[config.mk]
export PLATFORM = sky130hd
export DESIGN_NAME = line_clear_engine_flat
export DESIGN_NICKNAME = d
export VERILOG_FILES = /design/src/rtl/line_clear_engine_if.sv /design/src/rtl/line_clear_engine.sv /design/src/flat_wrapper.sv
export SDC_FILE = /design/constraint.sdc
export NUM_CORES = 2
export LEC_CHECK = 0
export CORE_AREA = 4 4 321 323
export CTS_CLUSTER_DIAMETER = 100
export CTS_CLUSTER_SIZE = 25
export DETAILED_ROUTE_END_ITERATION = 10
export DIE_AREA = 0 0 325 327
export PLACE_DENSITY_LB_ADDON = 0.08
export SYNTH_ARGS = -nofsm -noshare
export SYNTH_HDL_FRONTEND = slang
export SYNTH_SLANG_ARGS = --single-unit
[constraint.sdc]
create_clock -name clk -period 8.3 [get_ports clk]
set_input_delay 1.66 -clock clk [delete_from_list [all_inputs] [get_ports clk]]
set_output_delay 1.66 -clock clk [all_outputs]
set_load 0.1 [all_outputs]
[src/rtl/line_clear_engine_if.sv]
// Handshake/data bundle between the line-clear engine and its clients.
//   start         : single-cycle request from the game FSM
//   field_in      : locked-in field snapshot (bit i = row i/COLS, col i%COLS, row 0 = top)
//   busy          : engine is working on a request (SCAN and DONE)
//   done          : one-cycle pulse, results valid from this cycle
//   field_out     : collapsed field, same indexing as field_in
//   lines_cleared : number of full rows removed
//   score_delta   : score increment for this clear
// master = requester side, slave = engine side.
interface line_clear_engine_if #(
    parameter int COLS    = 20,
    parameter int ROWS    = 20,
    parameter int SCORE_W = 16
);
    localparam int CNT_W = $clog2(ROWS + 1);

    logic                   start;
    logic [0:ROWS*COLS-1]   field_in;
    logic                   busy;
    logic                   done;
    logic [0:ROWS*COLS-1]   field_out;
    logic [CNT_W-1:0]       lines_cleared;
    logic [SCORE_W-1:0]     score_delta;

    modport master (
        output start, field_in,
        input  busy, done, field_out, lines_cleared, score_delta
    );

    modport slave (
        input  start, field_in,
        output busy, done, field_out, lines_cleared, score_delta
    );
endinterface

[src/rtl/line_clear_engine.sv]
// Sequential line-clear engine for the playfield.
// Scans the working copy of the field bottom-to-top, one row per cycle.
// A full row is removed by dropping every row above it by one and feeding
// an empty row in at the top; the same row index is then re-examined.
// Ports:
//   clk   : system clock, rising edge
//   reset : synchronous, active-high; aborts any scan in progress
//   bus   : line_clear_engine_if.slave (start/field_in in, busy/done/results out)
//
// state | meaning
// ------+-----------------------------------------------------------
// IDLE  | waiting for start; outputs hold the last result
// SCAN  | examining working row `row`, collapsing full rows
// DONE  | one-cycle done pulse, results registered on entry
module line_clear_engine #(
    parameter int COLS       = 20,
    parameter int ROWS       = 20,
    parameter int SCORE_W    = 16,
    parameter int SCORE_1    = 40,
    parameter int SCORE_2    = 100,
    parameter int SCORE_3    = 300,
    parameter int SCORE_4    = 1200,
    parameter int EARLY_EXIT = 0
) (
    input  logic               clk,
    input  logic               reset,
    line_clear_engine_if.slave bus
);
    localparam int CNT_W = $clog2(ROWS + 1);
    localparam int ROW_W = (ROWS > 1) ? $clog2(ROWS) : 1;

    typedef enum logic [1:0] {IDLE, SCAN, DONE} state_t;

    state_t            state;
    logic [COLS-1:0]   work    [ROWS];
    logic [COLS-1:0]   dropped [ROWS];
    logic [ROW_W-1:0]  row;
    logic [CNT_W-1:0]  cnt;
    logic              cur_full;
    logic              cur_empty;
    logic              scan_end;

    assign cur_full  = &work[row];
    assign cur_empty = ~|work[row];
    // Empty-row exit takes priority; otherwise the scan ends once row 0 is not full.
    assign scan_end  = ((EARLY_EXIT != 0) && cur_empty) || (!cur_full && (row == '0));

    // Working field with the current row removed: rows 1..row take the row
    // above them, row 0 becomes empty, rows below `row` are untouched.
    always_comb begin
        for (int r = 0; r < ROWS; r++) begin
            dropped[r] = work[r];
            if (r == 0) begin
                dropped[r] = '0;
            end else if (r <= int'(row)) begin
                dropped[r] = work[r-1];
            end
        end
    end

    function automatic logic [SCORE_W-1:0] score_of(input logic [CNT_W-1:0] c);
        logic [SCORE_W-1:0] s;
        s = '0;
        if (int'(c) == 1)      s = SCORE_W'(SCORE_1);
        else if (int'(c) == 2) s = SCORE_W'(SCORE_2);
        else if (int'(c) == 3) s = SCORE_W'(SCORE_3);
        else if (int'(c) >= 4) s = SCORE_W'(SCORE_4);
        return s;
    endfunction

    always_ff @(posedge clk) begin
        if (reset) begin
            state             <= IDLE;
            row               <= '0;
            cnt               <= '0;
            for (int r = 0; r < ROWS; r++) work[r] <= '0;
            bus.busy          <= 1'b0;
            bus.done          <= 1'b0;
            bus.field_out     <= '0;
            bus.lines_cleared <= '0;
            bus.score_delta   <= '0;
        end else begin
            case (state)
                IDLE: begin
                    if (bus.start) begin
                        for (int r = 0; r < ROWS; r++) begin
                            work[r] <= bus.field_in[r*COLS +: COLS];
                        end
                        row      <= ROW_W'(ROWS - 1);
                        cnt      <= '0;
                        bus.busy <= 1'b1;
                        state    <= SCAN;
                    end
                end
                SCAN: begin
                    if (scan_end) begin
                        for (int r = 0; r < ROWS; r++) begin
                            bus.field_out[r*COLS +: COLS] <= work[r];
                        end
                        bus.lines_cleared <= cnt;
                        bus.score_delta   <= score_of(cnt);
                        bus.done          <= 1'b1;
                        state             <= DONE;
                    end else if (cur_full) begin
                        for (int r = 0; r < ROWS; r++) work[r] <= dropped[r];
                        cnt <= cnt + CNT_W'(1);
                    end else begin
                        row <= row - ROW_W'(1);
                    end
                end
                DONE: begin
                    bus.done <= 1'b0;
                    bus.busy <= 1'b0;
                    state    <= IDLE;
                end
                default: state <= IDLE;
            endcase
        end
    end
endmodule

[src/flat_wrapper.sv]
// flat-port wrapper written by rule: the top's interface ports become plain ports
module line_clear_engine_flat 
#(
    parameter int COLS       = 20,
    parameter int ROWS       = 20,
    parameter int SCORE_W    = 16,
    parameter int SCORE_1    = 40,
    parameter int SCORE_2    = 100,
    parameter int SCORE_3    = 300,
    parameter int SCORE_4    = 1200,
    parameter int EARLY_EXIT = 0
)
  (clk, reset, bus_start, bus_field_in, bus_busy, bus_done, bus_field_out, bus_lines_cleared, bus_score_delta);
  line_clear_engine_if #(.COLS(COLS), .ROWS(ROWS), .SCORE_W(SCORE_W)) bus_i ();
  input  logic clk;
  input  logic reset;
  input wire logic [$bits(bus_i.start)-1:0] bus_start;
  input wire logic [$bits(bus_i.field_in)-1:0] bus_field_in;
  output wire logic [$bits(bus_i.busy)-1:0] bus_busy;
  output wire logic [$bits(bus_i.done)-1:0] bus_done;
  output wire logic [$bits(bus_i.field_out)-1:0] bus_field_out;
  output wire logic [$bits(bus_i.lines_cleared)-1:0] bus_lines_cleared;
  output wire logic [$bits(bus_i.score_delta)-1:0] bus_score_delta;
  assign bus_i.start = bus_start;
  assign bus_i.field_in = bus_field_in;
  assign bus_busy = bus_i.busy;
  assign bus_done = bus_i.done;
  assign bus_field_out = bus_i.field_out;
  assign bus_lines_cleared = bus_i.lines_cleared;
  assign bus_score_delta = bus_i.score_delta;
  line_clear_engine #(.COLS(COLS), .ROWS(ROWS), .SCORE_W(SCORE_W), .SCORE_1(SCORE_1), .SCORE_2(SCORE_2), .SCORE_3(SCORE_3), .SCORE_4(SCORE_4), .EARLY_EXIT(EARLY_EXIT)) u_core (.clk(clk), .reset(reset), .bus(bus_i));
endmodule
# Word-level counts from Yosys, hierarchy flattened
# Memories as Yosys holds them, arrays and structs flattened. A register that Yosys moved wholly into a read port is not among the register bits.
# Index checks and enable logic that the tools add are counted.
# word_totals
ramBits	400
n_memories	1
inputBits	403
output_inout_bits	423
reg_bits	435
# mem_list
name	depth	width	read_ports	rd_ports_with_merged_regs	wr	line	rtl
u_core.work	20	20	21	1	20	line_clear_engine.sv:35	logic [COLS-1:0] work [ROWS];
# classes
add_sub_neg	2
n_eq_ne	10
magnitude_cmp	20
reduce_logical	14
n_mux	91
n_bitwise	40
# op_table
operator	count
two-way mux 20 bit	59
two-way mux 16 bit	3
less-or-equal comparator 4 x 5 -> 1 bit (first input constant)	8
two-way mux 5 bit	8
bitwise OR 1 bit	40
less-or-equal comparator 3 x 5 -> 1 bit (first input constant)	4
less-or-equal comparator 5 bit (first input constant)	4
case mux 5 bit (2 select lines)	2
AND reduction 20 bit	1
two-way mux 1 bit	13
two-way mux 11 bit	1
equality test 5 x 3 -> 1 bit (second input constant)	2
less-or-equal comparator 2 x 5 -> 1 bit (first input constant)	2
AND reduction 2 bit	4
AND reduction 4 bit	2
!= test 2 bit (second input constant)	3
nonzero test 2 bit	3
adder 5 x 1 -> 5 bit (second input constant)	1
equality test 5 x 2 -> 1 bit (second input constant)	1
greater-or-equal comparator 5 x 3 -> 1 bit (second input constant)	1
less-or-equal comparator 1 x 5 -> 1 bit (first input constant)	1
zero test 5 bit	1
subtractor 5 x 1 -> 5 bit (second input constant)	1
two-way mux 2 bit	2
8 further kinds	10

# Logic depth before layout (Yosys ltp)
# depth
depth_word	8
ltp_mapped	13

# Worst setup path before layout
# No wires, ideal clock.
# synth_timing
kind	input -> register
start	input bus_start
end	memory u_core.work[11][0] (enable)
cell_stages	7
t_arrival_ns	3.681
setup_slack_ns	4.215
cell_sequence	and3_1 -> clkbuf_1 -> o22ai_1 -> o31ai_4 -> a21boi_1 -> clkbuf_1 -> a21oi_1
# synth_rtl
item	line	rtl
start: declaration	flat_wrapper.sv:17	input wire logic [$bits(bus_i.start)-1:0] bus_start;
end: declaration	line_clear_engine.sv:35	

==> metrics.json <==
{
  "synthesis": {
    "synthesis.instances": 3398,
    "ys.flop_type": "sky130_fd_sc_hd__dfxtp_1",
    "post_synth_instance_area_mm2": 0.0353,
    "synth-edff-count": 400,
    "yosys_warnings": 0,
    "post_synth.cell_area_avg_um2": 10.4,
    "synth_cell_type_count": 69,
    "postSynthRegisterBits": 830,
    "synth-seq-area-share_pct": 58.4,
    "ys_async_sr_fraction_pct": 0
  },
  "cts": {
    "cts_htree_levels": 2,
    "cts_sinks": 830,
    "clockRootBuffer": "sky130_fd_sc_hd__clkbuf_16",
    "clockBufferDepth": 3,
    "cts_resized": 0,
    "tritoncts": "yes",
    "clock_transition_time_at_the_flip_flop_clock_pins_of_the_worst_setup_and_hold_paths_ps": 100,
    "numCtsBuffers": 42,
    "cts-hold-fix-buffers": 0,
    "later_pin_clock_latency_in_the_skew_report_ps": 640,
    "post_cts_buffers": 0
  },
  "drt": {
    "drt_first_pass_iters": 5,
    "detail-route-antenna-nets": 0,
    "route.detailed.drc": 0,
    "via_per_inst": 5.95,
    "drt_first_iter_violations": 3172,
    "drt-wirelength-per-cell_um": 30.3,
    "vias": 31500,
    "detail_route.wirelength_um": 160000
  },
  "grt": {
    "busiest_layer": "met2",
    "pin_count_of_the_biggest_net_entering_global_routing": 198,
    "grt.met1_usage_pct": 35.2,
    "global_route_wire_length_before_repair_um": 226000,
    "global_route.usage.met2_pct": 49.3,
    "grt_util_met3_pct": 6.44,
    "globalRouteTotalUtil_pct": 28.6,
    "antenna_violations_before_repair": 42,
    "grt_overflow_total": 0,
    "via_count_of_the_first_global_routing_pass": 30500
  },
  "cells_and_area": {
    "multi_input_comb_area_mm2": 0.0132,
    "final.fill_count": 9676,
    "design_area_mm2": 0.0455,
    "layout-drive-gt1-share_pct": 3.98,
    "sequential_cell_area_mm2": 0.0206,
    "highest_count_cells_in_the_layout_ignoring_fill_and_taps": "sky130_fd_sc_hd__clkdlybuf4s50_1, sky130_fd_sc_hd__nand3_1, sky130_fd_sc_hd__o21ai_0",
    "area.growth.synth_to_final_pct": 28.8,
    "final_common_cell": "sky130_fd_sc_hd__clkdlybuf4s50_1",
    "design.final.nets": 4348
  },
  "worst_hold_path": {
    "timing.hold.worst.start": "u_core.bus.field_out[55]$_SDFFE_PP0P_",
    "hold_end": "u_core.bus.field_out[55]$_SDFFE_PP0P_",
    "hold_class": "reg -> reg",
    "worstHoldPathCells": 2
  },
  "critical_path": {
    "path_delay_family": "buffers and inverters",
    "start_kind": "flip-flop",
    "required_arrival_time_at_the_worst_endpoint_ps": 8780,
    "r2r_setup_slack_ps": 2430,
    "cp.buffers_inverters": 3,
    "cp_data_arrival_time_ps": 6340,
    "r2r.worst_path.cells": 10,
    "critical_path_peak_fanout": 89,
    "critPathMaxStageDelay_ps": 1060,
    "critPathKind": "reg -> reg",
    "crit_top_cell": "sky130_fd_sc_hd__buf_4",
    "critical_path_cell_with_the_highest_stage_delay": "sky130_fd_sc_hd__dfxtp_4",
    "regToRegEndpoint": "u_core.work[7][6]$_SDFFCE_PP0P_",
    "critical_path_sink_type": "flip-flop",
    "crit_path_cell_trace": "inv_1, mux4_2, o22ai_1, a211o_1, o31a_1, a21oi_1, nor3_4, buf_4, buf_4, a22o_1"
  },
  "placed_design": {
    "place_hpwl_um": 112000,
    "port-buffer-count": 817,
    "routabilityCongestion": 0.849,
    "placed_area_mm2": 0.0441
  },
  "timing": {
    "min_period_ps": 5870,
    "setup_total_negative_slack_ps": 0,
    "setup_violations": 0,
    "unrepaired_setup_endpoints_after_global_routing": "no",
    "slew_viol_final": 0,
    "max_slew_margin_pct": 9.79,
    "worst_pin_slew_ps": 1350,
    "final.period_utilization_pct": 70.7,
    "skew_ps": 43.8,
    "timing.fmax_mhz": 170,
    "hold_violations": 0
  },
  "floorplan": {
    "die_h_um": 327,
    "fp.dieW_um": 325,
    "io_pins": 826,
    "rows": 116,
    "placeableCoreArea_mm2": 0.0999,
    "dieArea_mm2": 0.106,
    "start_util_pct": 35.4
  },
  "outcome": {
    "run_status": "finished, final reports clean"
  },
  "pwr": {
    "powerDensity_mw_per_mm2": 216,
    "cellLeakagePower_nw": 14.6,
    "irDropWorstVdd_mv": 0.166
  },
  "job": {
    "cap_violations": 0
  }
}
area by class of cell:
cell class,count,area share [%]
multi-input cells,2189,29.0
repair buffers,857,18.8
diodes,32,0.176
clock buffers,65,2.65
flip-flops and latches,830,45.3
well taps,1298,3.57
clock inverters,11,0.267
inverters,16,0.132
through the flow:
step	hold WS (ps)	utilization [%]	total power, mW	worst slack [ps]	std cells
CTS	481	45.5	9.86	2440	5266
floorplan	440	-	6.39	4220	3405
detailed placement	466	44.2	7.38	2490	5190
global placement	460	44.2	7.38	2570	5190
global route	493	45.5	10.1	2080	5288
finish	478	45.6	9.81	2430	5298
worst max-delay path by stage:
stage,start,end,depth (start not counted)
global route,flip-flop,u_core.work[5][10]$_SDFFCE_PP0P_,10
finish,flip-flop,u_core.work[7][6]$_SDFFCE_PP0P_,10
CTS,flip-flop,u_core.work[5][2]$_SDFFCE_PP0P_,10
global placement,flip-flop,u_core.work[7][11]$_SDFFCE_PP0P_,10
detailed placement,flip-flop,u_core.work[7][6]$_SDFFCE_PP0P_,10
floorplan,bus_start,u_core.work[11][0]$_SDFFCE_PP0P_,7
power breakdown:
| part | switching, mW | leakage [nW] | internal [mW] |
|---|---|---|---|
| combinational | 1.61 | 6.14 | 0.557 |
| sequential | 0.472 | 7.84 | 4.67 |
| clock | 1.46 | 0.643 | 1.04 |
synth_stat cells, types with 3 or more instances:
cell type                   number  share of area, %
sky130_fd_sc_hd__a221oi_1        5              0.12
sky130_fd_sc_hd__and4b_1         3             0.085
sky130_fd_sc_hd__o22ai_1         4             0.071
sky130_fd_sc_hd__clkbuf_1      265               2.8
sky130_fd_sc_hd__buf_6           7              0.22
sky130_fd_sc_hd__mux4_2         20               1.3
sky130_fd_sc_hd__and3_1          4             0.071
sky130_fd_sc_hd__o31ai_1         6              0.13
sky130_fd_sc_hd__nand2b_1        6              0.11
sky130_fd_sc_hd__and2_1         21              0.37
sky130_fd_sc_hd__o41ai_1         3             0.074
sky130_fd_sc_hd__o2111ai_1       4             0.099
sky130_fd_sc_hd__a31oi_1         5             0.089
sky130_fd_sc_hd__a22o_1        342               8.5
sky130_fd_sc_hd__a21oi_1       493               7.0
sky130_fd_sc_hd__ha_1            9              0.32
sky130_fd_sc_hd__nand3_1       506               7.2
sky130_fd_sc_hd__o21ai_0       476               6.7
sky130_fd_sc_hd__buf_1          25              0.27
sky130_fd_sc_hd__nor2b_1         5             0.089
sky130_fd_sc_hd__nand2_1        57              0.61
sky130_fd_sc_hd__a21boi_1        3             0.064
sky130_fd_sc_hd__nor3_1         27              0.38
sky130_fd_sc_hd__buf_2          56              0.79
sky130_fd_sc_hd__nor4_1         11              0.19
sky130_fd_sc_hd__nand4_1        67               1.2
sky130_fd_sc_hd__dfxtp_1       430                24
sky130_fd_sc_hd__buf_4          17              0.36
sky130_fd_sc_hd__a311oi_1        4             0.099
sky130_fd_sc_hd__mux2i_1         8              0.23
sky130_fd_sc_hd__and4_1          3             0.074
sky130_fd_sc_hd__inv_1          14              0.15
sky130_fd_sc_hd__edfxtp_1      400                34
sky130_fd_sc_hd__a211oi_1        4             0.085
sky130_fd_sc_hd__nand4b_1        5              0.12
sky130_fd_sc_hd__nor2_1         23              0.24
sky130_fd_sc_hd__o211ai_1       17              0.36
sky130_fd_sc_hd__or3_1           6              0.11
worst register-to-register path, delay by kind of cell, from the launching register on:
kind	cells	cell delay (ps)
mux	1	640
flops	1	1060
compound gates	5	1450
simple gates	1	430
buf+inv	3	2150
routing by layer:
layer	share of wire, %	routed length (um)
met1	39	62900
met2	50	80000
met3	7.5	12000
met4	3.4	5460
met5	0.093	150
logic make-up after synthesis:
logic type               Yosys count  synth area share (%)
other                              1                0.0106
AND/OR/NAND/NOR                  751                  11.0
multiplexers                      29                  1.53
buffers and inverters            386                  4.63
flip-flops                       830                  58.4
AO/OA/AOI/OAI                   1392                  24.1
adder cells (fa/ha/maj)            9                 0.319
state kept, by name (all words and copies together) (netlist names), named ones only:
| register | cells |
|---|---|
| u_core.bus.score_delta | 6 |
| u_core.state | 2 |
| u_core.bus.busy | 1 |
| u_core.bus.lines_cleared | 5 |
| u_core.bus.field_out | 400 |
| u_core.work | 400 |
| u_core.cnt | 5 |
| u_core.bus.done | 1 |
| u_core.row | 5 |
Power figures use the tool's default switching activity.
